===== config.mk =====
export PLATFORM = sky130hd
export DESIGN_NAME = ifu_fetch_unit
export DESIGN_NICKNAME = d
export VERILOG_FILES = /design/src/rtl/ifu_fetch_unit.sv
export SDC_FILE = /design/constraint.sdc
export NUM_CORES = 1
export LEC_CHECK = 0
export ABC_AREA = 1
export BUFFER_PORTS_ARGS = -buffer_cell sky130_fd_sc_hd__buf_2
export CORE_MARGIN = 2
export CORE_UTILIZATION = 30
export CTS_CLUSTER_SIZE = 24
export DETAILED_ROUTE_END_ITERATION = 6
export GPL_TIMING_DRIVEN = 0
export PLACE_DENSITY_LB_ADDON = 0.08
export SETUP_SLACK_MARGIN = 0.02
export SYNTH_ARGS = -nofsm -noshare
export SYNTH_HDL_FRONTEND = slang
export SYNTH_SLANG_ARGS = --single-unit

===== constraint.sdc =====
create_clock -name clk -period 3 [get_ports clk]
set_input_delay 0.6 -clock clk [delete_from_list [all_inputs] [get_ports clk]]
set_output_delay 0.6 -clock clk [all_outputs]
set_load 0.01 [all_outputs]

===== src/rtl/ifu_fetch_unit.sv =====
// ---------------------------------------------------------------------------
// ifu_fetch_unit
//
// Instruction fetch unit sitting in front of the decode stage.
//
// The unit owns the architectural PC. It issues one doubleword-aligned read
// at a time to instruction memory and picks the 32-bit half addressed by
// pc[2]. It holds that word towards decode until decode accepts it, then
// loads the next PC that decode computed. A misaligned next PC stops fetching
// for good. Only a reset restarts it.
//
// Only one memory request is ever outstanding. The state sequence is
// REQ -> WAIT -> HOLD -> REQ (or HALT).
//
// Optional build macro:
//   IFU_PERF_CNT_EN - adds two free-running 64-bit performance counters.
//
// Ports:
//   clk              system clock, rising edge
//   rst              asynchronous, active-high reset
//   imem_req_valid   fetch request valid (forced low while rst is high)
//   imem_req_ready   memory accepts the request
//   imem_req_addr    request address, {pc[63:3], 3'b000}
//   imem_resp_valid  single-cycle response strobe
//   imem_resp_data   doubleword read data
//   imem_resp_err    access fault, qualified by imem_resp_valid
//   out_valid        instr_o / pc_o / fetch_err_o valid to decode
//   out_ready        decode accepts the instruction
//   instr_o          fetched instruction (nop on a faulted fetch)
//   pc_o             PC of instr_o (always the current PC)
//   dnpc_i           next PC from decode, sampled on out_valid && out_ready
//   fetch_err_o      instr_o came from a faulted fetch
//   halt_o           misaligned next PC seen; fetching stopped
//   perf_fetch_cnt   (IFU_PERF_CNT_EN) instructions handed to decode
//   perf_stall_cnt   (IFU_PERF_CNT_EN) cycles spent waiting on memory
// ---------------------------------------------------------------------------
module ifu_fetch_unit #(
  parameter int              XLEN     = 64,
  parameter logic [XLEN-1:0] RESET_PC = 64'h0000_0000_8000_0000
) (
  input  logic            clk,
  input  logic            rst,
  // instruction memory request channel
  output logic            imem_req_valid,
  input  logic            imem_req_ready,
  output logic [XLEN-1:0] imem_req_addr,
  // instruction memory response channel
  input  logic            imem_resp_valid,
  input  logic [63:0]     imem_resp_data,
  input  logic            imem_resp_err,
  // decode interface
  output logic            out_valid,
  input  logic            out_ready,
  output logic [31:0]     instr_o,
  output logic [XLEN-1:0] pc_o,
  input  logic [XLEN-1:0] dnpc_i,
  output logic            fetch_err_o,
  output logic            halt_o
`ifdef IFU_PERF_CNT_EN
  ,
  output logic [63:0]     perf_fetch_cnt,
  output logic [63:0]     perf_stall_cnt
`endif
);

  // Canonical RISC-V nop (addi x0, x0, 0), handed to decode on a faulted fetch.
  localparam logic [31:0] INSTR_NOP = 32'h0000_0013;

  typedef enum logic [1:0] {
    ST_REQ  = 2'd0,
    ST_WAIT = 2'd1,
    ST_HOLD = 2'd2,
    ST_HALT = 2'd3
  } state_t;

  state_t            state_reg;
  state_t            state_next;

  logic [XLEN-1:0]   pc_reg;
  logic [31:0]       instr_reg;
  logic [31:0]       instr_next;
  logic              err_reg;

  logic              resp_take;     // response accepted this cycle
  logic              accept_fire;   // decode took the held instruction
  logic              dnpc_aligned;  // dnpc_i is a legal 4-byte-aligned target

  // -------------------------------------------------------------------------
  // Split the read doubleword into its two 32-bit halves. pc[2] picks one.
  // -------------------------------------------------------------------------
  logic [31:0] resp_word [2];

  for (genvar gi = 0; gi < 2; gi++) begin : g_resp_word
    assign resp_word[gi] = imem_resp_data[32*gi +: 32];
  end

  // Responses count only in WAIT. A pulse in any other state is either
  // stale (left over from before a reset) or spurious. It must not disturb
  // the held instruction.
  assign resp_take    = (state_reg == ST_WAIT) && imem_resp_valid;
  assign accept_fire  = (state_reg == ST_HOLD) && out_ready;
  // The decoder already clears bit 0. Both low bits are still checked so a
  // broken decoder cannot slip a halfword target through.
  assign dnpc_aligned = (dnpc_i[1:0] == 2'b00);

  // -------------------------------------------------------------------------
  // FSM: state register
  // -------------------------------------------------------------------------
  always_ff @(posedge clk or posedge rst) begin
    if (rst) begin
      state_reg <= ST_REQ;
    end else begin
      state_reg <= state_next;
    end
  end

  // -------------------------------------------------------------------------
  // FSM: next-state logic
  // -------------------------------------------------------------------------
  always_comb begin
    state_next = state_reg;
    unique case (state_reg)
      ST_REQ: begin
        // A response arriving together with the request handshake is ignored.
        // The request that was just accepted has not been answered yet.
        if (imem_req_ready) begin
          state_next = ST_WAIT;
        end
      end
      ST_WAIT: begin
        if (imem_resp_valid) begin
          state_next = ST_HOLD;
        end
      end
      ST_HOLD: begin
        if (out_ready) begin
          state_next = dnpc_aligned ? ST_REQ : ST_HALT;
        end
      end
      ST_HALT: begin
        state_next = ST_HALT;
      end
      default: begin
        state_next = ST_REQ;
      end
    endcase
  end

  // -------------------------------------------------------------------------
  // FSM: outputs
  // -------------------------------------------------------------------------
  always_comb begin
    // The reset already puts the state in REQ. The request is also gated by
    // rst so that nothing is offered to memory while reset is asserted.
    imem_req_valid = (state_reg == ST_REQ) && !rst;
    out_valid      = (state_reg == ST_HOLD);
    halt_o         = (state_reg == ST_HALT);
  end

  // -------------------------------------------------------------------------
  // Architectural PC. It advances only when decode accepts an instruction
  // and the new target is aligned. On a halt it keeps the PC of the last
  // instruction.
  // -------------------------------------------------------------------------
  always_ff @(posedge clk or posedge rst) begin
    if (rst) begin
      pc_reg <= RESET_PC;
    end else if (accept_fire && dnpc_aligned) begin
      pc_reg <= dnpc_i;
    end
  end

  // -------------------------------------------------------------------------
  // Held instruction and fault flag. They load once per fetch, when the
  // response is taken, and stay stable through HOLD until decode accepts.
  // -------------------------------------------------------------------------
  always_comb begin
    instr_next = resp_word[pc_reg[2]];
    if (imem_resp_err) begin
      instr_next = INSTR_NOP;
    end
  end

  always_ff @(posedge clk or posedge rst) begin
    if (rst) begin
      instr_reg <= 32'h0;
      err_reg   <= 1'b0;
    end else if (resp_take) begin
      instr_reg <= instr_next;
      err_reg   <= imem_resp_err;
    end
  end

  assign imem_req_addr = {pc_reg[XLEN-1:3], 3'b000};
  assign pc_o          = pc_reg;
  assign instr_o       = instr_reg;
  assign fetch_err_o   = err_reg;

`ifdef IFU_PERF_CNT_EN
  // -------------------------------------------------------------------------
  // Performance counters. Both wrap naturally at 2^64.
  //   fetch: one count per instruction handed to decode
  //   stall: one count per cycle the unit is blocked on memory, either a
  //          request not yet accepted or a response not yet returned
  // -------------------------------------------------------------------------
  logic        stall_cycle;
  logic [63:0] perf_fetch_cnt_reg;
  logic [63:0] perf_stall_cnt_reg;

  assign stall_cycle = ((state_reg == ST_REQ)  && !imem_req_ready) ||
                       ((state_reg == ST_WAIT) && !imem_resp_valid);

  always_ff @(posedge clk or posedge rst) begin
    if (rst) begin
      perf_fetch_cnt_reg <= 64'd0;
      perf_stall_cnt_reg <= 64'd0;
    end else begin
      if (accept_fire) begin
        perf_fetch_cnt_reg <= perf_fetch_cnt_reg + 64'd1;
      end
      if (stall_cycle) begin
        perf_stall_cnt_reg <= perf_stall_cnt_reg + 64'd1;
      end
    end
  end

  assign perf_fetch_cnt = perf_fetch_cnt_reg;
  assign perf_stall_cnt = perf_stall_cnt_reg;
`endif

endmodule


==> results of run 1 <==
-- cell usage in the layout (no fill, tap or decap), types with 2 or more instances in the layout --
cell                        count
sky130_fd_sc_hd__a21boi_0       3
sky130_fd_sc_hd__o21ai_0        5
sky130_fd_sc_hd__conb_1         3
sky130_fd_sc_hd__nand3_2        2
sky130_fd_sc_hd__nand2_1      371
sky130_fd_sc_hd__or2_2          3
sky130_fd_sc_hd__bufinv_16      3
sky130_fd_sc_hd__buf_6          6
sky130_fd_sc_hd__buf_2        298
sky130_fd_sc_hd__buf_4         67
sky130_fd_sc_hd__inv_1         15
sky130_fd_sc_hd__clkinv_4       2
sky130_fd_sc_hd__inv_2          2
sky130_fd_sc_hd__clkbuf_16      9
sky130_fd_sc_hd__nand3_1        2
sky130_fd_sc_hd__clkbuf_1      12
sky130_fd_sc_hd__buf_12         2
sky130_fd_sc_hd__dfrtp_1       98
sky130_fd_sc_hd__nor2_1         7
-- worst max-delay path: stages, from the launching register on --
cell	delay, ns
sky130_fd_sc_hd__dfrtp_1	0.47
sky130_fd_sc_hd__nor2_1	0.15
sky130_fd_sc_hd__inv_1	0.09
sky130_fd_sc_hd__nor2_1	0.08
sky130_fd_sc_hd__buf_2	0.13
-- per-layer routing --
layer,track usage [%],vias up,wire [µm]
li1,-,2349,-
met1,20.8,1966,6140
met2,26.6,184,6570
met3,4.09,20,1130
met4,6.96,2,304
met5,0,-,16
-- stage by stage --
| stage | worst slack (ns) | utilization (%) |
|---|---|---|
| final | 1.14 | 44.8 |
| after global routing | 1.03 | 44.8 |
| after CTS | 1.11 | 44.8 |
| after detailed placement | 1.24 | 42.5 |
| after global placement | 0.412 | 42.2 |
| after floorplan | 1.23 | - |
-- final cells by class --
cell class	count	area (µm²)	area share, %
inverters	18	71.3	1.04
well taps	211	264	3.85
clock inverters	6	113	1.64
repair buffers	296	1510	22.0
multi-input cells	399	1550	22.6
clock buffers	10	239	3.48
flip-flops and latches	99	2480	36.1
plain buffers	89	636	9.26
-- cells by family (layout without fill, tap and decap cells) --
kind of cell           Yosys count  after routing
other                            1              3
DFF                             99             99
AOI/OAI and AO/OA                9              9
and+or+nand+nor                387            387
buffers and inverters          107            419
-- report_power, final --
part           leakage, nW  internal, W  switching, W
sequential            1.25      0.00191      0.000432
clock                0.173     0.000840      0.000518
combinational         2.88      0.00153       0.00167
-- worst max-delay path by stage --
stage                       from              to  depth (start not counted)
finish              state_reg[0]  imem_req_valid                          4
global placement             rst        pc_o[55]                          2
CTS                 state_reg[0]  imem_req_valid                          4
global route        state_reg[0]  imem_req_valid                          4
floorplan                    rst     fetch_err_o                          1
detailed placement     dnpc_i[0]        pc_o[43]                          8
==> run summary, run 1 <==
The floorplan has 45 rows. Max-cap violations in this run came to 0. For the final database, setup skew stands at 0.00905 ns.

Power spread over the standard cell area amounts to 1010 mW/mm². The completed layout was analyzed and its total power is 0.00690 W. Setup repair after global routing left no endpoint under its margin. The worst setup path is captured at an output port. The die covers 0.0168 mm². Once placement completed, the tool counted placed cells totaling 1,112.

Post-CTS timing repair inserted 0 buffers for setup. Counting cells, the worst reg-to-reg path comes to 7. The die extent in y came out at 129 µm.

After synthesis, the cell types taking the most area are sky130_fd_sc_hd__dfrtp_1 (52%), sky130_fd_sc_hd__nand2_1 (29%), sky130_fd_sc_hd__buf_4 (11%), sky130_fd_sc_hd__buf_6 (1.4%), sky130_fd_sc_hd__inv_1 (1.3%). The logs give 0.00472 mm² for the post-synthesis cell area and 2.40 ns for the worst endpoint required time. TritonCTS built the clock tree. For the number of pins with negative max-slew slack in the final report, the log shows 0. The count of H-tree levels built during CTS came out at 3.

The cell accounting for the most synthesized area is sky130_fd_sc_hd__dfrtp_1. Placed wire-length estimate: 11.0 mm. Headroom to the max-slew limit came out at 49.6%. The later pin in the worst-skew pair is clocked with a latency of 0.35 ns.

Post-layout minimum cycle time: 1.86 ns. The capture instance of the worst register-to-register path was pc_o[43]. The root buffer cell chosen for the clock tree is sky130_fd_sc_hd__clkbuf_16. Global routing finished with a remaining overflow of 0. The share of flip-flops with an asynchronous set or reset after synthesis is 100%, and the number of gates given a new drive strength after cts is 0.

The initial antenna violation count is 2, and the design area is 0.00686 mm². Pin placement for this block handled 298 I/O pins. The signed area change from the synthesized netlist to the final layout is 45.3%. The min-delay analysis places its worst path in the category in -> async. The post-synthesis share of cell area spent on full adders, half adders and majority gates is 0%. After detailed routing, the number of remaining DRC violations is 0. IR analysis of the VDD net gives a maximum drop of 302 µV. Cell with the most instances after synthesis: sky130_fd_sc_hd__nand2_1. For this run, the leading register cell type out of synthesis is sky130_fd_sc_hd__dfrtp_1.

The commonest cells after synthesis are sky130_fd_sc_hd__nand2_1 (371), sky130_fd_sc_hd__dfrtp_1 (98), sky130_fd_sc_hd__buf_4 (67). No sink is reached through more buffers than the 2 on the longest clock path. The xor/xnor cell area share of the yosys netlist is 0%, and the count of warnings emitted by yosys is 0.

The fraction of synthesized area in multiplexers came out at 0%. The tools report the placeable core region as 0.0153 mm². Using the TritonRoute via totals, the vias-per-cell ratio works out to 4.01.

The synthesis-stage register bit count works out to 99. Counting every sink on the clock net gives 99. The worst-path maximum fanout was 6. The flip-flop count of the largest register, all copies and words added is 64, and the sequential area share after synthesis is 52.5%. Entering global routing, the biggest net connects 39 pins. The critical path is of the reg -> out type. In this run, CTS created clock tree buffers numbering 9. Buffers inserted to repair hold after CTS numbered 0. The tools report the count of different cell masters after synthesis as 19.

Dividing the detail-routed wire length by the instance count gives 12.5 µm. Detailed-route via count: 4,521. The detailed router finished its first iteration with 142 violations. Routability-driven placement finished with a final weighted congestion of 0.749.

The count of flip-flops with a built-in enable after synthesis works out to 0. The combinational family with the most area after synthesis was simple AND/OR/NAND/NOR gates. The run finished with clean final reports. The tools report the final layout net count as 1,046. The first global-routing pass estimated 21.2 mm of wire.

Clock-pin slew was measured on the worst setup and hold paths at 0.07 ns. At the worst endpoint, the arrival time is 1.26 ns. The average instance in the mapped netlist occupies 7.83 µm².

The overall routing resource usage is 16.4%. The via count of the first global-routing pass is 4,204, and the top-area cell type share of the netlist area is 51.9%. The run gives 14.2 mm as the total length of routed wires. Slew at the pin closest to its max-slew limit: 0.754 ns. For the final number of hold-violating endpoints, the log shows 0. Summing the areas of all compound-gate instances in the mapped netlist gives 1.11% of the synthesized area. The first detailed-routing pass took 6 iterations. The die outline width is 129 µm, and the post-synthesis simple-gate area fraction is 31.4%. In this run the register-to-register setup slack is 1.54 ns. The run gives 30.8% as the initial core utilization. Across all hold checks on the routed design, the worst slack comes to 0.387 ns.

The timing-limited maximum frequency is 0.538 GHz, and the number of buffers added on ports is 294. The layout has 1,643 filler cells. The worst reg2reg path startpoint was state_reg[0]. Once placement finished, the instance area stood at 0.00651 mm².

The standby leakage power is 4.30 nW. The logs give 0 for the total setup violations reported at the end of the flow and 0 for the number of nets with antenna violations after routing. Cells with a size suffix above 1 make up 43.6% of the layout.

After routing, the total negative slack on setup checks comes to 0 ns. The count of cells in the finished layout, fillers not included, comes to 1,128. Of the available clock period, the critical path in the final layout requires 61.9%. The tools report the number of antenna repair diodes as 0.

STA classifies the critical path startpoint as a flip-flop. Counting every instance in the synthesized netlist gives 603.
No activity file was read; power rests on OpenSTA's default activity.
==> run 2: changes to the inputs <==
- clock period: 3 -> 1.7 ns (I/O delays scaled with it)
==> run 2 against run 1 <==
  * Design area about the same
  * Clock power rose by 76%
  * Combinational power is 76% higher
  * Largest power group unchanged
  * Hold slack got worse by 0.26 ns
  * Wire length unchanged
  * Largest cell class unchanged
  * Power is 77% higher
  * Count of clock-buffer cells in the layout did not move
==> run summary, run 2 (synthesis results as in run 1) <==
The worst-path maximum fanout was 6 (unchanged). The mean number of vias per cell works out to 4.01 (unchanged). Instance count after placement with tap cells included: 1,112 (unchanged).

Reg-to-reg setup timing slack: 0.27 ns (was 1.54 ns). The logs give 30.8% (unchanged) for the initial core utilization and 0 (unchanged) for the total of hold buffers inserted after clock tree synthesis. The area occupied by multi-input gates is 0.00155 mm² (unchanged). Worst reg2reg path startpoint: state_reg[0] (unchanged). The number of cell instances on the worst register-to-register path is 7 (unchanged).

The run gives 1.36 ns (was 2.40 ns) as the worst endpoint required time. The sequential fraction of design power was 34.0% (about the same). The DRC violation count after routing is 0 (unchanged), and the worst supply voltage drop on vdd is 532 µV (was 302 µV). The tools report the combinational fraction of design power as 46.3% (about the same). The standby leakage power is 4.30 nW (about the same).

The flow ran to the end, and the final reports show no timing, DRC or antenna violations. The maximum buffer depth of the clock tree was 2 (unchanged); the portion of total power attributed to the clock network was 19.7% (about the same). The most prevalent standard cell on the critical path was sky130_fd_sc_hd__nor2_1 (unchanged). The number of buffers added on ports is 294 (unchanged). The run gives 0.637 GHz as the timing-limited maximum frequency. Category of the critical setup timing path: reg -> out (unchanged). The count of maximum capacitance violations came out at 0 (unchanged). The cell area after placement is 0.00651 mm² (unchanged), and the final number of hold-violating endpoints is 0 (unchanged). The total power of the final layout was 0.0122 W (was 0.00690 W). Startpoint kind of the worst setup timing path: a flip-flop (unchanged). The number of gates given a new drive strength after cts came out at 0 (unchanged). Most frequent cells in the layout: sky130_fd_sc_hd__nand2_1 (371), sky130_fd_sc_hd__buf_2 (298), sky130_fd_sc_hd__dfrtp_1 (97) (was sky130_fd_sc_hd__nand2_1 (371), sky130_fd_sc_hd__buf_2 (298), sky130_fd_sc_hd__dfrtp_1 (98)). The cell-internal power was 0.00756 W (was 0.00428 W); the die extent in y was 129 µm (unchanged). The worst stage delay on the critical path is 0.46 ns (was 0.47 ns). TritonCTS built the clock tree. The root buffer selected by CTS was sky130_fd_sc_hd__clkbuf_16 (unchanged). Mean routed wirelength per cell: 12.5 µm (unchanged).

The die footprint is 0.0168 mm² (unchanged). The run gives 4,521 (unchanged) as the detailed-route via count. Total I/O pin count: 298 (unchanged). The CTS clock-pin slew for the worst setup and hold paths is 0.07 ns (about the same). The run gives 21.2 mm (unchanged) as the wire length of the first global-routing pass.

The tools report the placeable core region as 0.0153 mm² (unchanged). For the total setup violations reported at the end of the flow, the log shows 0 (unchanged). The run gives 9 (unchanged) as the number of buffers inserted during clock tree synthesis. The sum of overflow across all layers after global routing is 0 (unchanged), and the final worst-path cycle share is 92.3%. The power density over the cells came out at 1770 mW/mm² (was 1010 mW/mm²). The tools report the initial antenna violation count as 2 (unchanged). The tools report the type of destination of the critical path as an output port (unchanged). First element of the critical path: state_reg[0] (unchanged). For the worst endpoint data arrival time, the log shows 1.23 ns (was 1.26 ns).

After layout, the minimum clock period comes to 1.57 ns. For the placed wire-length estimate, the log shows 11.0 mm (unchanged). The final worst clock skew came out at 0.00905 ns (about the same). The run gives 6 (unchanged) as the length of the first detailed-routing pass in iterations.

The fraction of power spent switching nets was 38.0% (about the same); the worst max-slew margin expressed relative to the limit was 49.6% (about the same). The final layout net count was 1,046 (unchanged). CTS sink count: 99 (unchanged). The die outline width is 129 µm (unchanged). Cell-by-cell listing of the critical path: nor2_1, inv_1, nor2_1, buf_2 (unchanged). The logs give 1,128 (unchanged) for the number of standard cells in the final layout excluding fillers and 0 ns (unchanged) for the aggregate negative setup slack.

The tools report the area used by sequential logic in the layout as 0.00248 mm² (about the same). The number of rows in the core area came out at 45 (unchanged). The number of fill cells was 1,642 (was 1,643).

The capture instance of the worst register-to-register path was pc_o[43] (unchanged). The overall routing resource usage is 16.4% (unchanged), and the slew at the pin closest to its max-slew limit is 0.755 ns (was 0.754 ns). The flip-flop count of the largest register, all copies and words added was 64 (unchanged); the insertion delay of the later-clocked pin in the worst-skew pair was 0.35 ns (about the same). The tools report the number of nets with antenna violations after routing as 0 (unchanged). The run gives 14.2 mm (unchanged) as the total length of routed wires. The run gives 0 (unchanged) as the number of setup buffers added after CTS. The count of H-tree levels built during CTS was 3 (unchanged). Setup repair after global routing left no endpoint under its margin.

The pin count of the biggest net entering global routing is 39 (unchanged), and the signed area change from the synthesized netlist to the final layout is 45.3% (about the same). The most common cell after layout, fill and taps aside was sky130_fd_sc_hd__nand2_1 (unchanged). The tools report the endpoint of the most critical setup path as imem_req_valid (unchanged). Fraction of final layout cells sized beyond drive strength 1: 43.7% (was 43.6%). The number of antenna repair diodes is 0 (unchanged). The logs give 0 (unchanged) for the number of pins with negative max-slew slack in the final report and 0.00686 mm² (about the same) for the design area. The slowest library cell on the worst path was sky130_fd_sc_hd__dfrtp_2 (was sky130_fd_sc_hd__dfrtp_1). The net switching power figure is 0.00462 W (was 0.00262 W). Via count of the first global-routing pass: 4,204 (unchanged). Class of the tightest hold or removal check: in -> async (unchanged). Routability congestion estimate from global placement: 0.749 (unchanged). The run gives 142 (unchanged) as the number of DRC markers in iteration 0. The tools report the minimum hold slack as 0.127 ns (was 0.387 ns).
==> run 2: cell counts in the layout (fill, tap and decap cells not counted) <==
Identical to the previous run, type by type.
==> run 2: power by group through the flow <==
stage	combinational, W	clock, W	sequential, W
after global placement	0.00572	0	0.00418
after global routing	0.00634	0.00257	0.00428
final	0.00564	0.00240	0.00414
after CTS	0.00575	0.00246	0.00416
after floorplan	0.00292	0	0.00455
after detailed placement	0.00575	0	0.00418
==> run 2: how the worst min path moves through the flow <==
stage	from	end	slack, ns
floorplan	dnpc_i[31]	pc_o[31]	0.43
global placement	instr_o[20]	instr_o[20]	0.46
detailed placement	instr_o[12]	instr_o[12]	0.46
CTS	rst	pc_o[13]	0.15
global route	rst	pc_o[13]	0.17
finish	rst	pc_o[13]	0.13
==> run 2: cell type report <==
type	count	share of cell area (%)
Tap cell	211	3.85
Buffer	89	9.26
Timing Repair Buffer	296	22.0
Sequential cell	99	36.1
Clock buffer	10	3.48
Multi-Input combinational cell	399	22.6
Inverter	18	1.04
Clock inverter	6	1.64
==> run 2: worst max-delay path, delay by kind of cell (launching register included) <==
kind / cells / cell delay (ns)
flops: 1 / 0.46
simple gates: 2 / 0.21
buf+inv: 2 / 0.21
==> run 2: routing by layer <==
| metal | vias to the layer above | global-route usage [%] | part of all wire, % |
|---|---|---|---|
| met5 | - | 0 | 0.11 |
| met3 | 20 | 4.09 | 8.0 |
| met4 | 2 | 6.96 | 2.1 |
| met1 | 1966 | 20.8 | 43 |
| li1 | 2349 | - | - |
| met2 | 184 | 26.6 | 46 |
==> run 2: metrics by stage <==
stage	utilization (%)	setup WS [ns]
after detailed placement	42.5	0.196
after floorplan	-	0.185
after global routing	44.8	0.0273
after global placement	42.2	-0.628
after CTS	44.8	0.0685
final	44.8	0.131
